<file path="config.mk">
export PLATFORM = sky130hd
export DESIGN_NAME = cpu_program_loader
export DESIGN_NICKNAME = d
export VERILOG_FILES = /design/src/rtl/cpu_pkg.sv /design/src/rtl/cpu_instr_ram.sv /design/src/rtl/cpu_program_loader.sv
export SDC_FILE = /design/constraint.sdc
export NUM_CORES = 1
export LEC_CHECK = 0
export CAP_MARGIN = 20
export CORE_UTILIZATION = 60
export CTS_CLUSTER_DIAMETER = 50
export DETAILED_ROUTE_END_ITERATION = 12
export GPL_ROUTABILITY_DRIVEN = 0
export GPL_TIMING_DRIVEN = 0
export PLACE_DENSITY_LB_ADDON = 0.15
export SYNTH_ARGS = -nofsm -noshare
export SYNTH_HDL_FRONTEND = slang
export SYNTH_HIERARCHICAL = 1
export SYNTH_SLANG_ARGS = --single-unit
</file>
<file path="constraint.sdc">
create_clock -name clk -period 7.6 [get_ports clk]
set_input_delay 2.28 -clock clk [delete_from_list [all_inputs] [get_ports clk]]
set_output_delay 2.28 -clock clk [all_outputs]
set_load 0.01 [all_outputs]
</file>
<file path="src/rtl/cpu_pkg.sv">
// rtl/cpu_pkg.sv - shared types and constants for the 8-bit CPU instruction store
//
// Purpose: common definitions used by the program loader and its instruction RAM.
//   - loader_state_e : program loader FSM states
//   - PC_W           : CPU program counter width (fetch address width)
//   - INSTR_W        : instruction / stream byte width
//   - IMEM_DEPTH     : number of instruction words
//   - NOP_INSTR      : instruction returned for gated fetches (ADD R0,R0)
package cpu_pkg;

   localparam int PC_W       = 4;
   localparam int INSTR_W    = 8;
   localparam int IMEM_DEPTH = 16;

   localparam logic [INSTR_W-1:0] NOP_INSTR = 8'h00;

   typedef enum logic [2:0] {
      LD_IDLE,
      LD_HDR,
      LD_DATA,
      LD_CHK,
      LD_DONE,
      LD_ERR
   } loader_state_e;

endpackage

</file>
<file path="src/rtl/cpu_instr_ram.sv">
// rtl/cpu_instr_ram.sv - DEPTH x DATA_W instruction RAM, sync write, async read
//
// Purpose: storage array behind the CPU instruction store. Contents are not
// reset. A read of the address being written in the same cycle returns the
// old word.
// Ports:
//   clk      in   clock
//   we_i     in   write enable
//   waddr_i  in   write address
//   wdata_i  in   write data
//   raddr_i  in   read address
//   rdata_o  out  read data (combinational)
module cpu_instr_ram #(
   parameter int DEPTH  = 16,
   parameter int ADDR_W = 4,
   parameter int DATA_W = 8
) (
   input  logic              clk,
   input  logic              we_i,
   input  logic [ADDR_W-1:0] waddr_i,
   input  logic [DATA_W-1:0] wdata_i,
   input  logic [ADDR_W-1:0] raddr_i,
   output logic [DATA_W-1:0] rdata_o
);

   logic [DATA_W-1:0] mem_q [DEPTH];

   always_ff @(posedge clk) begin
      if (we_i) begin
         mem_q[waddr_i] <= wdata_i;
      end
   end

   assign rdata_o = mem_q[raddr_i];

endmodule

</file>
<file path="src/rtl/cpu_program_loader.sv">
// rtl/cpu_program_loader.sv - byte-stream program loader filling the CPU instruction RAM
//
// Purpose: accepts a stream "N, N instruction bytes [, checksum]" over a
// valid/ready handshake, writes the instructions into the instruction RAM and
// holds the CPU in reset until a complete, validated program is present.
// Optional feature macro: CPU_LOADER_CHECKSUM_EN (adds the trailing checksum
// byte; sum of instructions plus checksum must be 0 mod 256).
// Ports:
//   clk           in   clock
//   reset         in   synchronous, active-high reset
//   start         in   pulse; begins a load from IDLE/DONE/ERR
//   in_valid      in   in_data holds a valid stream byte
//   in_data       in   stream byte
//   in_ready      out  loader accepts a byte this cycle (registered)
//   fetch_addr    in   CPU PC
//   fetch_data    out  instruction at fetch_addr, NOP unless loaded and in range
//   cpu_hold      out  CPU must be held in reset
//   load_done     out  program loaded and valid
//   load_error    out  load aborted
//   words_loaded  out  instruction bytes written in the current load
module cpu_program_loader
   import cpu_pkg::*;
#(
   parameter int DEPTH  = IMEM_DEPTH,
   parameter int ADDR_W = PC_W,
   parameter int DATA_W = INSTR_W
) (
   input  logic              clk,
   input  logic              reset,
   input  logic              start,
   input  logic              in_valid,
   input  logic [DATA_W-1:0] in_data,
   output logic              in_ready,
   input  logic [ADDR_W-1:0] fetch_addr,
   output logic [DATA_W-1:0] fetch_data,
   output logic              cpu_hold,
   output logic              load_done,
   output logic              load_error,
   output logic [ADDR_W:0]   words_loaded
);

   localparam int LEN_W = ADDR_W + 1;
   localparam logic [DATA_W-1:0] MAX_HDR = DATA_W'(DEPTH);

   loader_state_e     state_q;
   logic              in_ready_q;
   logic              cpu_hold_q;
   logic              load_done_q;
   logic              load_error_q;
   logic [LEN_W-1:0]  len_q;
   logic [LEN_W-1:0]  words_q;
   logic [ADDR_W-1:0] addr_q;

   logic              xfer;
   logic              hdr_ok;
   logic              last_byte;
   logic              ram_we;
   logic              fetch_hit;
   logic [DATA_W-1:0] ram_rdata;

`ifdef CPU_LOADER_CHECKSUM_EN
   logic [DATA_W-1:0] sum_q;
   logic [DATA_W-1:0] sum_d;

   // In DATA this is the running sum; in CHK it is sum + checksum byte.
   assign sum_d = sum_q + in_data;
`endif

   assign xfer      = in_valid && in_ready_q;
   assign hdr_ok    = (in_data != '0) && (in_data <= MAX_HDR);
   // words_q counts bytes already written, so this byte is the Nth one.
   assign last_byte = (words_q + LEN_W'(1)) == len_q;
   assign ram_we    = xfer && (state_q == LD_DATA);

   always_ff @(posedge clk) begin
      if (reset) begin
         state_q      <= LD_IDLE;
         in_ready_q   <= 1'b0;
         cpu_hold_q   <= 1'b1;
         load_done_q  <= 1'b0;
         load_error_q <= 1'b0;
         len_q        <= '0;
         words_q      <= '0;
         addr_q       <= '0;
`ifdef CPU_LOADER_CHECKSUM_EN
         sum_q        <= '0;
`endif
      end else begin
         case (state_q)
            LD_IDLE: begin
               if (start) begin
                  state_q    <= LD_HDR;
                  in_ready_q <= 1'b1;
               end
            end

            LD_HDR: begin
               if (xfer) begin
                  if (hdr_ok) begin
                     state_q <= LD_DATA;
                     len_q   <= in_data[ADDR_W:0];
                     addr_q  <= '0;
                     words_q <= '0;
`ifdef CPU_LOADER_CHECKSUM_EN
                     sum_q   <= '0;
`endif
                  end else begin
                     state_q      <= LD_ERR;
                     in_ready_q   <= 1'b0;
                     load_error_q <= 1'b1;
                  end
               end
            end

            LD_DATA: begin
               if (xfer) begin
                  // addr wraps to 0 after a full-depth load; DATA exits on that edge.
                  addr_q  <= addr_q + ADDR_W'(1);
                  words_q <= words_q + LEN_W'(1);
`ifdef CPU_LOADER_CHECKSUM_EN
                  sum_q   <= sum_d;
`endif
                  if (last_byte) begin
`ifdef CPU_LOADER_CHECKSUM_EN
                     state_q     <= LD_CHK;
`else
                     state_q     <= LD_DONE;
                     in_ready_q  <= 1'b0;
                     cpu_hold_q  <= 1'b0;
                     load_done_q <= 1'b1;
`endif
                  end
               end
            end

`ifdef CPU_LOADER_CHECKSUM_EN
            LD_CHK: begin
               if (xfer) begin
                  in_ready_q <= 1'b0;
                  if (sum_d == '0) begin
                     state_q     <= LD_DONE;
                     cpu_hold_q  <= 1'b0;
                     load_done_q <= 1'b1;
                  end else begin
                     state_q      <= LD_ERR;
                     load_error_q <= 1'b1;
                  end
               end
            end
`endif

            LD_DONE, LD_ERR: begin
               if (start) begin
                  state_q      <= LD_HDR;
                  in_ready_q   <= 1'b1;
                  cpu_hold_q   <= 1'b1;
                  load_done_q  <= 1'b0;
                  load_error_q <= 1'b0;
               end
            end

            default: begin
               state_q      <= LD_IDLE;
               in_ready_q   <= 1'b0;
               cpu_hold_q   <= 1'b1;
               load_done_q  <= 1'b0;
               load_error_q <= 1'b0;
            end
         endcase
      end
   end

   cpu_instr_ram #(
      .DEPTH  (DEPTH),
      .ADDR_W (ADDR_W),
      .DATA_W (DATA_W)
   ) u_ram (
      .clk     (clk),
      .we_i    (ram_we),
      .waddr_i (addr_q),
      .wdata_i (in_data),
      .raddr_i (fetch_addr),
      .rdata_o (ram_rdata)
   );

   // Partial or stale RAM contents stay invisible: only a completed load
   // exposes words, and only those below len.
   assign fetch_hit  = (state_q == LD_DONE) && ({1'b0, fetch_addr} < len_q);
   assign fetch_data = fetch_hit ? ram_rdata : DATA_W'(NOP_INSTR);

   assign in_ready     = in_ready_q;
   assign cpu_hold     = cpu_hold_q;
   assign load_done    = load_done_q;
   assign load_error   = load_error_q;
   assign words_loaded = words_q;

endmodule

</file>
==> impl_metrics.yaml <==
die:
  initial_utilization_pct: 62.8
  ios: 33
  die_height_um: 104
  core_um2: 9950
  die_w_um: 104
  rows: 36
  die_area_um2: 10800
layout:
  area_growth_syn_to_layout_pct: 18.8
  num-fill-cells: 585
  seq_area_um2: 4260
  final_nets: 458
  final_cell_count_no_fill: 583
  drive_gt1_share_pct: 15.6
  antenna_cells: 0
  multi_input_area_um2: 1840
worst_setup_path:
  cp_data_required_time_ps: 5320
  crit_path_start_kind: "input pin"
  critPathBufInv: 4
  cp_max_fo: 10
  cp_data_arrival_time_ps: 4780
  cpLargestDelayFamily: "buffers and inverters"
  cp-end-kind: "primary output"
  path_class: "in2out"
  crit_chain: "clkdlybuf4s50_1, buf_6, buf_4, mux4_2, a22oi_1, nand2_1, nand2_1, a21oi_1, clkdlybuf4s50_1"
  slowest_stage: "mux4_2"
  cpPeakStageDelay_ps: 580
yosys:
  synth-main-ff-cell: "edfxtp_1"
  yosys_warnings: 6
  synth_top_area_cell: "edfxtp_1"
  avgSynthCellArea_um2: 16.4
  ys_ff_latch: 149
  yosysMostFrequentCell: "edfxtp_1"
  synthTopCellsByArea: "edfxtp_1, dfxtp_1, mux4_2"
  synth_top_area_share_pct: 61.5
  synth_common_cells: "edfxtp_1, nand2_1, nor2_1"
  synth.net_count: 403
  synth_edf_count: 128
  netlist_area_um2: 6250
  synth_cells: 382
  yosysSeqAreaShare_pct: 68.3
  postSynth.asyncResetShare_pct: 0
  yosysUniqueCellTypes: 46
flow_run:
  cap_viol_max_count: 0
grt:
  antenna_found_initial: 0
  grt_max_degree: 20
  grt_overflow: 0
  grt_pass1_wl_um: 20500
  grt_pass1_vias: 3572
  grtUsageTotal_pct: 26.3
status:
  status: "completed"
sta:
  rsz0062_at_grt: "false"
  max_freq_ghz: 0.142
  clock_skew_ps: 5.48
  timing.final.crit_share_pct: 92.8
  setup_viol: 0
  period_minus_slack_ps: 7060
  hold_viol: 0
  worst_slew_pin_slew_ps: 1100
  slew_headroom_pct: 26.5
  drv_slew: 0
  fin_tns_setup_ps: 0
route:
  drt_iter0_drc: 306
  wl_um: 13300
  vias: 3700
  wl_per_cell_um: 22.9
  viasPerCell: 6.35
  drtAntennaViolNets: 0
  drc: 0
  firstDrtPassIters: 5
clock_tree:
  cts.sinks: 149
  postCtsSetupRepairBufs: 0
  cts_tree: "built"
  cts_resized: 0
  cts_inserted_buffers: 17
  h-tree-depth: 4
  root_buffer: "clkbuf_8"
  path_clk_slew_ps: 60
  clk_latency_ps: 520
  hold_buffers: 0
  cts_buffer_depth: 2
placed_design:
  hpwl_um: 8330
  placedCellCount: 551
  io_buffers: 32
pwr:
  vdd_ir_drop_max_mv: 0.165
  leakagePower_nw: 2.45
  powerDensity_nw_per_um2: 256
worst_hold_path:
  worstHoldPathType: "reg2reg"
-- tightest hold or removal path: cells and delay by family, from the launching register on --
kind             cells  cell delay [ps]
DFF                  1              310
and+or+nand+nor      2              100
-- metrics by stage --
stage	total power, mW	utilization (%)	setup WS, ps	area, um2	hold slack, ps
after global placement	0.986	67.6	638	6730	436
final	1.90	74.5	543	7420	449
after global routing	1.95	74.5	476	7420	484
after detailed placement	0.988	67.9	574	6760	448
after CTS	1.91	74.5	551	7420	455
after floorplan	0.952	-	1900	6250	461
-- cells by family (layout without fill, tap and decap cells) --
logic type | count (synthesis) | count (layout) | synth area share [%]
adder cells (fa/ha/maj) | 5 | 5 | 1.00
AND/OR/NAND/NOR | 105 | 105 | 8.37
multiplexers | 34 | 34 | 12.7
buffers and inverters | 22 | 90 | 2.28
flip-flops | 149 | 149 | 68.3
AO/OA/AOI/OAI | 61 | 61 | 6.53
XOR/XNOR | 6 | 6 | 0.841
-- sequential cells by signal, indices dropped and copies added (netlist names) --
register / count
u_ram/mem_q: 128
load_done: 1
words_loaded: 5
state_q: 3
load_error: 1
addr_q: 4
cpu_hold: 1
in_ready: 1
len_q: 5
-- placed cells by master (no fill, tap or decap), types with 3 or more instances in the layout --
master and n:
a21o_1 3, a21oi_1 23, a22oi_1 18, buf_2 5, buf_4 4, buf_6 4, bufinv_16 6, clkbuf_1 5
clkbuf_16 16, clkdlybuf4s25_2 3, clkdlybuf4s50_1 32, clkinv_4 3, dfxtp_1 21, edfxtp_1 128, ha_1 5, inv_1 7
mux4_1 14, mux4_2 18, nand2_1 31, nand2b_1 5, nand3_1 13, nand3b_1 4, nor2_1 27, nor2b_1 3
nor3_1 9, o21ai_0 5, or3_1 3, xnor2_1 4
-- worst paths after layout --
path                       endpoint  slack, ps     startpoint  cells after the start
setup / recovery      fetch_data[5]        540  fetch_addr[0]                      9
hold / removal            load_done        450      load_done                      2
setup reg to reg  u_ram/mem_q[3][5]       4720     state_q[1]                      5
hold reg to reg           load_done        450      load_done                      2
-- final cells by class --
type / count / area share [%]
buffer: 15 / 1.57
clock inverter: 12 / 3.05
tap: 133 / 2.24
clock buffer: 20 / 5.87
multi-input combinational: 211 / 24.8
sequential: 149 / 57.5
inverter: 7 / 0.354
timing repair buffer: 36 / 4.65
-- per-layer routing --
layer	share of wire, %	global-route usage [%]
met2	49	42.8
met3	7.7	5.39
met5	0	0
met1	42	35.8
met4	1.5	9.29
-- power by group --
part / leakage, nW / switching [mW] / internal (mW)
combinational: 0.811 / 0.0474 / 0.0346
clock: 0.315 / 0.319 / 0.609
sequential: 1.32 / 0.00186 / 0.888
Note: power is estimated with default switching activity, not from simulation.
